## src/rtl/ex_mem_if.sv

```systemverilog
// EX -> MEM boundary bundle: pipeline control, EX-side payload and MEM-side results.
// The EX/hazard side drives through master; the pipeline register sits on slave.
interface ex_mem_if #(
    parameter int DATA_W = 32
);
    logic              stall;
    logic              flush;
    logic              ex_valid;
    logic [DATA_W-1:0] ALU_result;
    logic [DATA_W-1:0] Read_data2;
    logic [DATA_W-1:0] PC_add_imm;
    logic              zero;
    logic [4:0]        rd;
    logic              RegWrite;
    logic              MemRead;
    logic              MemWrite;
    logic              MemtoReg;
    logic              Branch;

    logic              mem_valid;
    logic [DATA_W-1:0] mem_ALU_result;
    logic [DATA_W-1:0] mem_Write_data;
    logic [DATA_W-1:0] mem_PC_add_imm;
    logic [4:0]        mem_rd;
    logic              mem_RegWrite;
    logic              mem_MemRead;
    logic              mem_MemWrite;
    logic              mem_MemtoReg;
    logic              PCSrc;
    logic [15:0]       branch_cnt;
    logic [15:0]       taken_cnt;

    modport master (
        output stall, flush, ex_valid, ALU_result, Read_data2, PC_add_imm, zero, rd,
               RegWrite, MemRead, MemWrite, MemtoReg, Branch,
        input  mem_valid, mem_ALU_result, mem_Write_data, mem_PC_add_imm, mem_rd,
               mem_RegWrite, mem_MemRead, mem_MemWrite, mem_MemtoReg,
               PCSrc, branch_cnt, taken_cnt
    );

    modport slave (
        input  stall, flush, ex_valid, ALU_result, Read_data2, PC_add_imm, zero, rd,
               RegWrite, MemRead, MemWrite, MemtoReg, Branch,
        output mem_valid, mem_ALU_result, mem_Write_data, mem_PC_add_imm, mem_rd,
               mem_RegWrite, mem_MemRead, mem_MemWrite, mem_MemtoReg,
               PCSrc, branch_cnt, taken_cnt
    );
endinterface

```

## src/rtl/ex_mem_reg.sv

```systemverilog
// EX/MEM pipeline register with flush/stall, taken-branch squash and saturating
// retired-branch counters.
module ex_mem_reg #(
    parameter int DATA_W = 32
) (
    input logic   clk,
    input logic   rst_n,
    ex_mem_if.slave bus
);
    localparam int CNT_W = 16;

    logic              valid_p1;
    logic [DATA_W-1:0] alu_result_p1;
    logic [DATA_W-1:0] write_data_p1;
    logic [DATA_W-1:0] pc_add_imm_p1;
    logic [4:0]        rd_p1;
    logic              reg_write_p1;
    logic              mem_read_p1;
    logic              mem_write_p1;
    logic              memto_reg_p1;
    logic              branch_p1;
    logic              zero_p1;
    logic [CNT_W-1:0]  branch_cnt_p1;
    logic [CNT_W-1:0]  taken_cnt_p1;

    logic pcsrc;
    logic advance;
    logic bubble;
    logic retire;

    function automatic logic [CNT_W-1:0] sat_inc(input logic [CNT_W-1:0] v);
        return (v == '1) ? v : v + 1'b1;
    endfunction

    // A taken branch sitting in MEM squashes whatever EX offers on the next advance.
    assign pcsrc   = valid_p1 & branch_p1 & zero_p1;
    assign advance = bus.flush | ~bus.stall;
    assign bubble  = bus.flush | pcsrc;
    assign retire  = advance & valid_p1 & branch_p1;

    // EX -> MEM stage boundary
    always_ff @(posedge clk or negedge rst_n) begin
        if (!rst_n) begin
            valid_p1      <= 1'b0;
            alu_result_p1 <= '0;
            write_data_p1 <= '0;
            pc_add_imm_p1 <= '0;
            rd_p1         <= '0;
            reg_write_p1  <= 1'b0;
            mem_read_p1   <= 1'b0;
            mem_write_p1  <= 1'b0;
            memto_reg_p1  <= 1'b0;
            branch_p1     <= 1'b0;
            zero_p1       <= 1'b0;
        end else if (advance) begin
            if (bubble) begin
                valid_p1      <= 1'b0;
                alu_result_p1 <= '0;
                write_data_p1 <= '0;
                pc_add_imm_p1 <= '0;
                rd_p1         <= '0;
                reg_write_p1  <= 1'b0;
                mem_read_p1   <= 1'b0;
                mem_write_p1  <= 1'b0;
                memto_reg_p1  <= 1'b0;
                branch_p1     <= 1'b0;
                zero_p1       <= 1'b0;
            end else begin
                valid_p1      <= bus.ex_valid;
                alu_result_p1 <= bus.ALU_result;
                write_data_p1 <= bus.Read_data2;
                pc_add_imm_p1 <= bus.PC_add_imm;
                rd_p1         <= bus.rd;
                reg_write_p1  <= bus.RegWrite & bus.ex_valid;
                mem_read_p1   <= bus.MemRead  & bus.ex_valid;
                mem_write_p1  <= bus.MemWrite & bus.ex_valid;
                memto_reg_p1  <= bus.MemtoReg & bus.ex_valid;
                branch_p1     <= bus.Branch   & bus.ex_valid;
                zero_p1       <= bus.zero;
            end
        end
    end

    // Retirement counters: count the entry leaving MEM, even when it leaves under flush
    always_ff @(posedge clk or negedge rst_n) begin
        if (!rst_n) begin
            branch_cnt_p1 <= '0;
            taken_cnt_p1  <= '0;
        end else if (retire) begin
            branch_cnt_p1 <= sat_inc(branch_cnt_p1);
            if (zero_p1) begin
                taken_cnt_p1 <= sat_inc(taken_cnt_p1);
            end
        end
    end

    assign bus.mem_valid      = valid_p1;
    assign bus.mem_ALU_result = alu_result_p1;
    assign bus.mem_Write_data = write_data_p1;
    assign bus.mem_PC_add_imm = pc_add_imm_p1;
    assign bus.mem_rd         = rd_p1;
    assign bus.mem_RegWrite   = valid_p1 & reg_write_p1;
    assign bus.mem_MemRead    = valid_p1 & mem_read_p1;
    assign bus.mem_MemWrite   = valid_p1 & mem_write_p1;
    assign bus.mem_MemtoReg   = valid_p1 & memto_reg_p1;
    assign bus.PCSrc          = pcsrc;
    assign bus.branch_cnt     = branch_cnt_p1;
    assign bus.taken_cnt      = taken_cnt_p1;
endmodule

```

## src/flat_wrapper.sv

```systemverilog
// flat-port wrapper written by rule: the top's interface ports become plain ports
module ex_mem_reg_flat 
#(
    parameter int DATA_W = 32
)
  (clk, rst_n, bus_stall, bus_flush, bus_ex_valid, bus_ALU_result, bus_Read_data2, bus_PC_add_imm, bus_zero, bus_rd, bus_RegWrite, bus_MemRead, bus_MemWrite, bus_MemtoReg, bus_Branch, bus_mem_valid, bus_mem_ALU_result, bus_mem_Write_data, bus_mem_PC_add_imm, bus_mem_rd, bus_mem_RegWrite, bus_mem_MemRead, bus_mem_MemWrite, bus_mem_MemtoReg, bus_PCSrc, bus_branch_cnt, bus_taken_cnt);
  ex_mem_if #(.DATA_W(DATA_W)) bus_i ();
  input logic clk;
  input logic rst_n;
  input wire logic [$bits(bus_i.stall)-1:0] bus_stall;
  input wire logic [$bits(bus_i.flush)-1:0] bus_flush;
  input wire logic [$bits(bus_i.ex_valid)-1:0] bus_ex_valid;
  input wire logic [$bits(bus_i.ALU_result)-1:0] bus_ALU_result;
  input wire logic [$bits(bus_i.Read_data2)-1:0] bus_Read_data2;
  input wire logic [$bits(bus_i.PC_add_imm)-1:0] bus_PC_add_imm;
  input wire logic [$bits(bus_i.zero)-1:0] bus_zero;
  input wire logic [$bits(bus_i.rd)-1:0] bus_rd;
  input wire logic [$bits(bus_i.RegWrite)-1:0] bus_RegWrite;
  input wire logic [$bits(bus_i.MemRead)-1:0] bus_MemRead;
  input wire logic [$bits(bus_i.MemWrite)-1:0] bus_MemWrite;
  input wire logic [$bits(bus_i.MemtoReg)-1:0] bus_MemtoReg;
  input wire logic [$bits(bus_i.Branch)-1:0] bus_Branch;
  output wire logic [$bits(bus_i.mem_valid)-1:0] bus_mem_valid;
  output wire logic [$bits(bus_i.mem_ALU_result)-1:0] bus_mem_ALU_result;
  output wire logic [$bits(bus_i.mem_Write_data)-1:0] bus_mem_Write_data;
  output wire logic [$bits(bus_i.mem_PC_add_imm)-1:0] bus_mem_PC_add_imm;
  output wire logic [$bits(bus_i.mem_rd)-1:0] bus_mem_rd;
  output wire logic [$bits(bus_i.mem_RegWrite)-1:0] bus_mem_RegWrite;
  output wire logic [$bits(bus_i.mem_MemRead)-1:0] bus_mem_MemRead;
  output wire logic [$bits(bus_i.mem_MemWrite)-1:0] bus_mem_MemWrite;
  output wire logic [$bits(bus_i.mem_MemtoReg)-1:0] bus_mem_MemtoReg;
  output wire logic [$bits(bus_i.PCSrc)-1:0] bus_PCSrc;
  output wire logic [$bits(bus_i.branch_cnt)-1:0] bus_branch_cnt;
  output wire logic [$bits(bus_i.taken_cnt)-1:0] bus_taken_cnt;
  assign bus_i.stall = bus_stall;
  assign bus_i.flush = bus_flush;
  assign bus_i.ex_valid = bus_ex_valid;
  assign bus_i.ALU_result = bus_ALU_result;
  assign bus_i.Read_data2 = bus_Read_data2;
  assign bus_i.PC_add_imm = bus_PC_add_imm;
  assign bus_i.zero = bus_zero;
  assign bus_i.rd = bus_rd;
  assign bus_i.RegWrite = bus_RegWrite;
  assign bus_i.MemRead = bus_MemRead;
  assign bus_i.MemWrite = bus_MemWrite;
  assign bus_i.MemtoReg = bus_MemtoReg;
  assign bus_i.Branch = bus_Branch;
  assign bus_mem_valid = bus_i.mem_valid;
  assign bus_mem_ALU_result = bus_i.mem_ALU_result;
  assign bus_mem_Write_data = bus_i.mem_Write_data;
  assign bus_mem_PC_add_imm = bus_i.mem_PC_add_imm;
  assign bus_mem_rd = bus_i.mem_rd;
  assign bus_mem_RegWrite = bus_i.mem_RegWrite;
  assign bus_mem_MemRead = bus_i.mem_MemRead;
  assign bus_mem_MemWrite = bus_i.mem_MemWrite;
  assign bus_mem_MemtoReg = bus_i.mem_MemtoReg;
  assign bus_PCSrc = bus_i.PCSrc;
  assign bus_branch_cnt = bus_i.branch_cnt;
  assign bus_taken_cnt = bus_i.taken_cnt;
  ex_mem_reg #(.DATA_W(DATA_W)) u_core (.clk(clk), .rst_n(rst_n), .bus(bus_i));
endmodule
```

## config.mk

```make
export PLATFORM = sky130hd
export DESIGN_NAME = ex_mem_reg_flat
export DESIGN_NICKNAME = d
export VERILOG_FILES = /design/src/rtl/ex_mem_if.sv /design/src/rtl/ex_mem_reg.sv /design/src/flat_wrapper.sv
export SDC_FILE = /design/constraint.sdc
export NUM_CORES = 1
export LEC_CHECK = 0
export CAP_MARGIN = 25
export CORE_ASPECT_RATIO = 1.4
export CORE_MARGIN = 2
export CORE_UTILIZATION = 45
export CTS_CLUSTER_SIZE = 16
export DETAILED_ROUTE_END_ITERATION = 16
export PLACE_DENSITY = 0.86
export SYNTH_ARGS = -nofsm -noshare
export SYNTH_HDL_FRONTEND = slang
export SYNTH_SLANG_ARGS = --single-unit
```

## constraint.sdc

```tcl
create_clock -name clk -period 4.4 [get_ports clk]
set_input_delay 1.1 -clock clk [delete_from_list [all_inputs] [get_ports clk]]
set_output_delay 1.1 -clock clk [all_outputs]
set_load 0.1 [all_outputs]
```

* Yosys cells after proc, flatten, opt, wreduce, memory -nomap -nowiden *
Cells that the tools add are included.
W data, S select, Z words.

word-level totals
  output and inout port bits = 139
  bits of input ports = 112
  logic and storage cells = 48
  register bits after elaboration = 140

cells by class
  muxes and demuxes = 11
  reductions and logical operators = 2
  bitwise logic cells = 18
  equality and inequality tests = 2
  add/sub/neg operators = 2

operator list
  cell                     number
  $mux W32                 3
  $add A16 B1 Y16 const B  2
  $eq A16 B16 Y1 const B   2
  $and A1 B1 Y1            13
  $mux W1                  7
  $mux W5                  1
  $not A1 Y1               3
  $reduce_and A3 Y1        1
  $or A1 B1 Y1             2
  $reduce_and A2 Y1        1

* Depth between registers and ports, before layout *
  depth after elaboration = 5
  depth in mapped cells = 6
  gate-level depth less buffers = 5

* Worst setup path after synthesis *
No wires, ideal clock.

  kind = register to output
  start = register u_core.valid_p1 (netlist: u_core.bus.mem_valid)
  end = output bus_PCSrc
  data required time = 3300 ps
  buffers on the path = 0
  setup slack = 1397 ps
  cell stages (with the launch flop) = 3
  arrival time = 1903 ps
  cell sequence = dfrtp_1 > nand3_1 > inv_1

between the ends
  longest elaborated chain between the ends = 2

ends and longest elaborated chain
  what                        line                text
  start, declared             ex_mem_reg.sv:12    logic valid_p1;
  start signal, assigned      ex_mem_reg.sv:69    valid_p1 <= bus.ex_valid;
  $and A1 B1 Y1 (2 in a row)  ex_mem_reg.sv:36    assign pcsrc = valid_p1 & branch_p1 & zero_p1;
  end, declared               flat_wrapper.sv:32  output wire logic [$bits(bus_i.PCSrc)-1:0] bus_PCSrc;

Every way passes these cells.

* Final worst setup path *
Same ends and word-level chain as after synthesis.

==> flow_summary.toml <==
[status]
status = "completed"

[hold_path]
hold_depth = 1
hp-class = "reg -> reg"

[setup_path]
cp.arrival_ps = 2360
timing_worst_setup_path_type = "reg -> out"
crit_required_ps = 3300
endpoint_kind = "output pin"
kind_of_launch_point_of_the_worst_setup_path = "register"
timing.reg2reg.worst_path_depth = 6
crit_path_max_fanout = 9

[floorplanning]
placementRows = 47
die-width_um = 96.78
core_region_area_um2 = 11820
ioPinCount = 251
fp.dieH_um = 133.9
fp.dieArea_um2 = 12960
initial_utilization_pct = 45.88

[timing]
fin_tns_setup_ps = 0
relSlewSlack_pct = 30.08
clock.fmax_mhz = 288.8
hold_viol_final = 0
worst_slew_pin_tran_ps = 1046
fin_skew_ps = 11.07
setup_repair_after_global_routing_missed_its_margin = "no"
finalSetupViolCount = 0
slew_violations = 0
final.min_clock_period_ps = 3462
fin_crit_sh_pct = 78.69

[detailed_routing]
drt_pre_antenna_iters = 4
route.vias.total = 4440
route.detailed.wl_per_inst_um = 19.82
ant_nets = 0
drt-total-wl_um = 15960
drtIter0Drc = 224
post-route-drc-count = 0
via_to_cell_ratio = 5.516

[clock_tree]
clk_pin_slew_ps = 60
clk_path_buf_depth = 2
clock_tree.htree_level_count = 4
tritoncts_clock_tree = "yes"
cts.repair_timing.setup_buffer_count = 0
cts_made_buffers = 17
hold_buffers = 0
clock_sink_count = 140
ctsRootBufferMaster = "clkbuf_16"
insertion_delay_ps = 420
postCtsResizedCells = 0

[synth]
mean_instance_size_in_the_synthesized_netlist_um2 = 13.69
netlist_top_cells_area = "dfrtp_1 65%, a22o_1 17%, xor2_1 3.7%"
yosysWarningCount = 0
synth_area_um2 = 5423
yosysSeqAreaShare_pct = 64.61
yosys.area.top_type_share_pct = 64.61
cells_after_synthesis = 396
netlist.top_cell.by_area = "dfrtp_1"
synthesis.nets = 510
synth-seq-cells = 140
count_of_distinct_cell_types_in_the_synthesized_netlist = 36

[power]
ir_drop_mv = 0.2453
power.static_leakage_nw = 3.895
power-per-cell-area_nw_per_um2 = 436.7

[job]
max-cap-violations = 0

[grt]
grt_first_pass_wirelength_um = 25160
grt_max_degree = 76
first_global_vias = 4804
grt_antenna_before_repair = 0
global_route.overflow_total = 0
grt_util_all_layers_pct = 24.66

[finish]
postLayoutCoreUtil_pct = 73.71
syn2layout_area_growth_pct = 60.66
nets = 759
layout_commonest_cell = "clkdlybuf4s50_1"
drive_gt1_share_pct = 7.903
final_cell_mix = "249 x clkdlybuf4s50_1, 140 x dfrtp_1, 107 x a22o_1, 23 x xor2_1, 17 x clkbuf_16"
antenna_fix_cells = 0
final-instance-count-excl-fill = 805

[placement]
io_buffers = 250
place_congestion = 0.8422
hpwlAfterDp_um = 11060
placed_cells = 773
[kinds of logic after synthesis]
| group | share of synthesized area [%] |
|---|---|
| flip-flops | 64.61 |
| buffers and inverters | 2.215 |
| AO/OA/AOI/OAI | 17.63 |
| adder cells (fa/ha/maj) | 0.4614 |
| multiplexers | 0.6921 |
| AND/OR/NAND/NOR | 9.876 |
| XOR/XNOR | 4.522 |
[worst max-delay path: stages (launching register included)]
cell and delay [ps]:
dfrtp_1 470, nand3_1 160, inv_1 160, clkdlybuf4s50_1 1160
[cell usage after synthesis]
library cell / n
a21o_1: 1
a21oi_1: 1
a22o_1: 107
a31oi_1: 1
and2_0: 1
and2_1: 5
and4_1: 2
buf_1: 2
buf_2: 9
clkbuf_1: 14
dfrtp_1: 140
ha_1: 2
inv_1: 4
mux2_2: 2
mux2_4: 1
nand2_1: 12
nand2b_1: 1
nand3_1: 9
nand4_1: 10
nand4_2: 1
nand4_4: 1
nand4b_1: 1
nor2_1: 5
nor2_2: 1
nor2b_1: 1
nor3_1: 17
nor3b_1: 1
nor3b_2: 1
nor4_1: 7
nor4_2: 2
nor4_4: 2
or3_1: 2
or3_2: 1
or4_4: 1
xnor2_1: 5
xor2_1: 23
[routing by layer]
metal  wire [um]  vias up  GRT usage (%)
met5           0        -              0
met4         629        0          11.50
met3         896       55          6.670
met2        8522      209          43.29
met1        5909     2183          27.98
li1            -     1993              -
[sequential cells by signal, indices dropped and copies added (netlist names)]
register / flops
u_core.bus.mem_ALU_result: 32
u_core.bus.mem_PC_add_imm: 32
u_core.bus.mem_Write_data: 32
u_core.bus.branch_cnt: 16
u_core.bus.taken_cnt: 16
u_core.bus.mem_rd: 5
u_core.branch_p1: 1
u_core.bus.mem_valid: 1
u_core.mem_read_p1: 1
u_core.mem_write_p1: 1
u_core.memto_reg_p1: 1
u_core.reg_write_p1: 1
u_core.zero_p1: 1
[path summary, 6_finish.rpt]
path / startpoint / endpoint / slack, ps
worst max-delay path: u_core.bus.mem_valid / bus_PCSrc / 940
worst min-delay path: u_core.bus.mem_PC_add_imm[4] / u_core.bus.mem_PC_add_imm[4] / 500
worst max register to register: u_core.bus.mem_valid / u_core.branch_p1 / 2400
worst min register to register: u_core.bus.mem_PC_add_imm[4] / u_core.bus.mem_PC_add_imm[4] / 500
max in group asynchronous: rst_n / u_core.bus.mem_Write_data[9] / 2930
min in group asynchronous: rst_n / u_core.bus.branch_cnt[14] / 670
[where the power goes]
group          internal (mW)  switching, mW  total, mW
registers               1.35         0.0542       1.41
logic                  0.244          0.612      0.857
clock network          0.985          0.555       1.54
total                   2.58           1.22       3.80
[per-stage QoR]
stage	power, mW	hold WS, ps	worst slack [ps]	area (um2)
floorplan	1.983	465.2	1397	5423
global placement	2.273	483.2	1364	8068
detailed placement	2.286	485.0	1307	8068
CTS	3.833	500.9	923.3	8712
global route	3.919	510.9	808.3	8712
finish	3.805	501.8	937.7	8712
[final cells by class]
cell class / instances / area (um2)
inverters: 4 / 15.01
flip-flops and latches: 140 / 3503
multi-input cells: 227 / 1812
clock inverters: 12 / 187.7
fillers: 769 / 3108
repair buffers: 255 / 2554
clock buffers: 20 / 456.7
well taps: 147 / 183.9
Note: power is estimated with default switching activity, not from simulation.
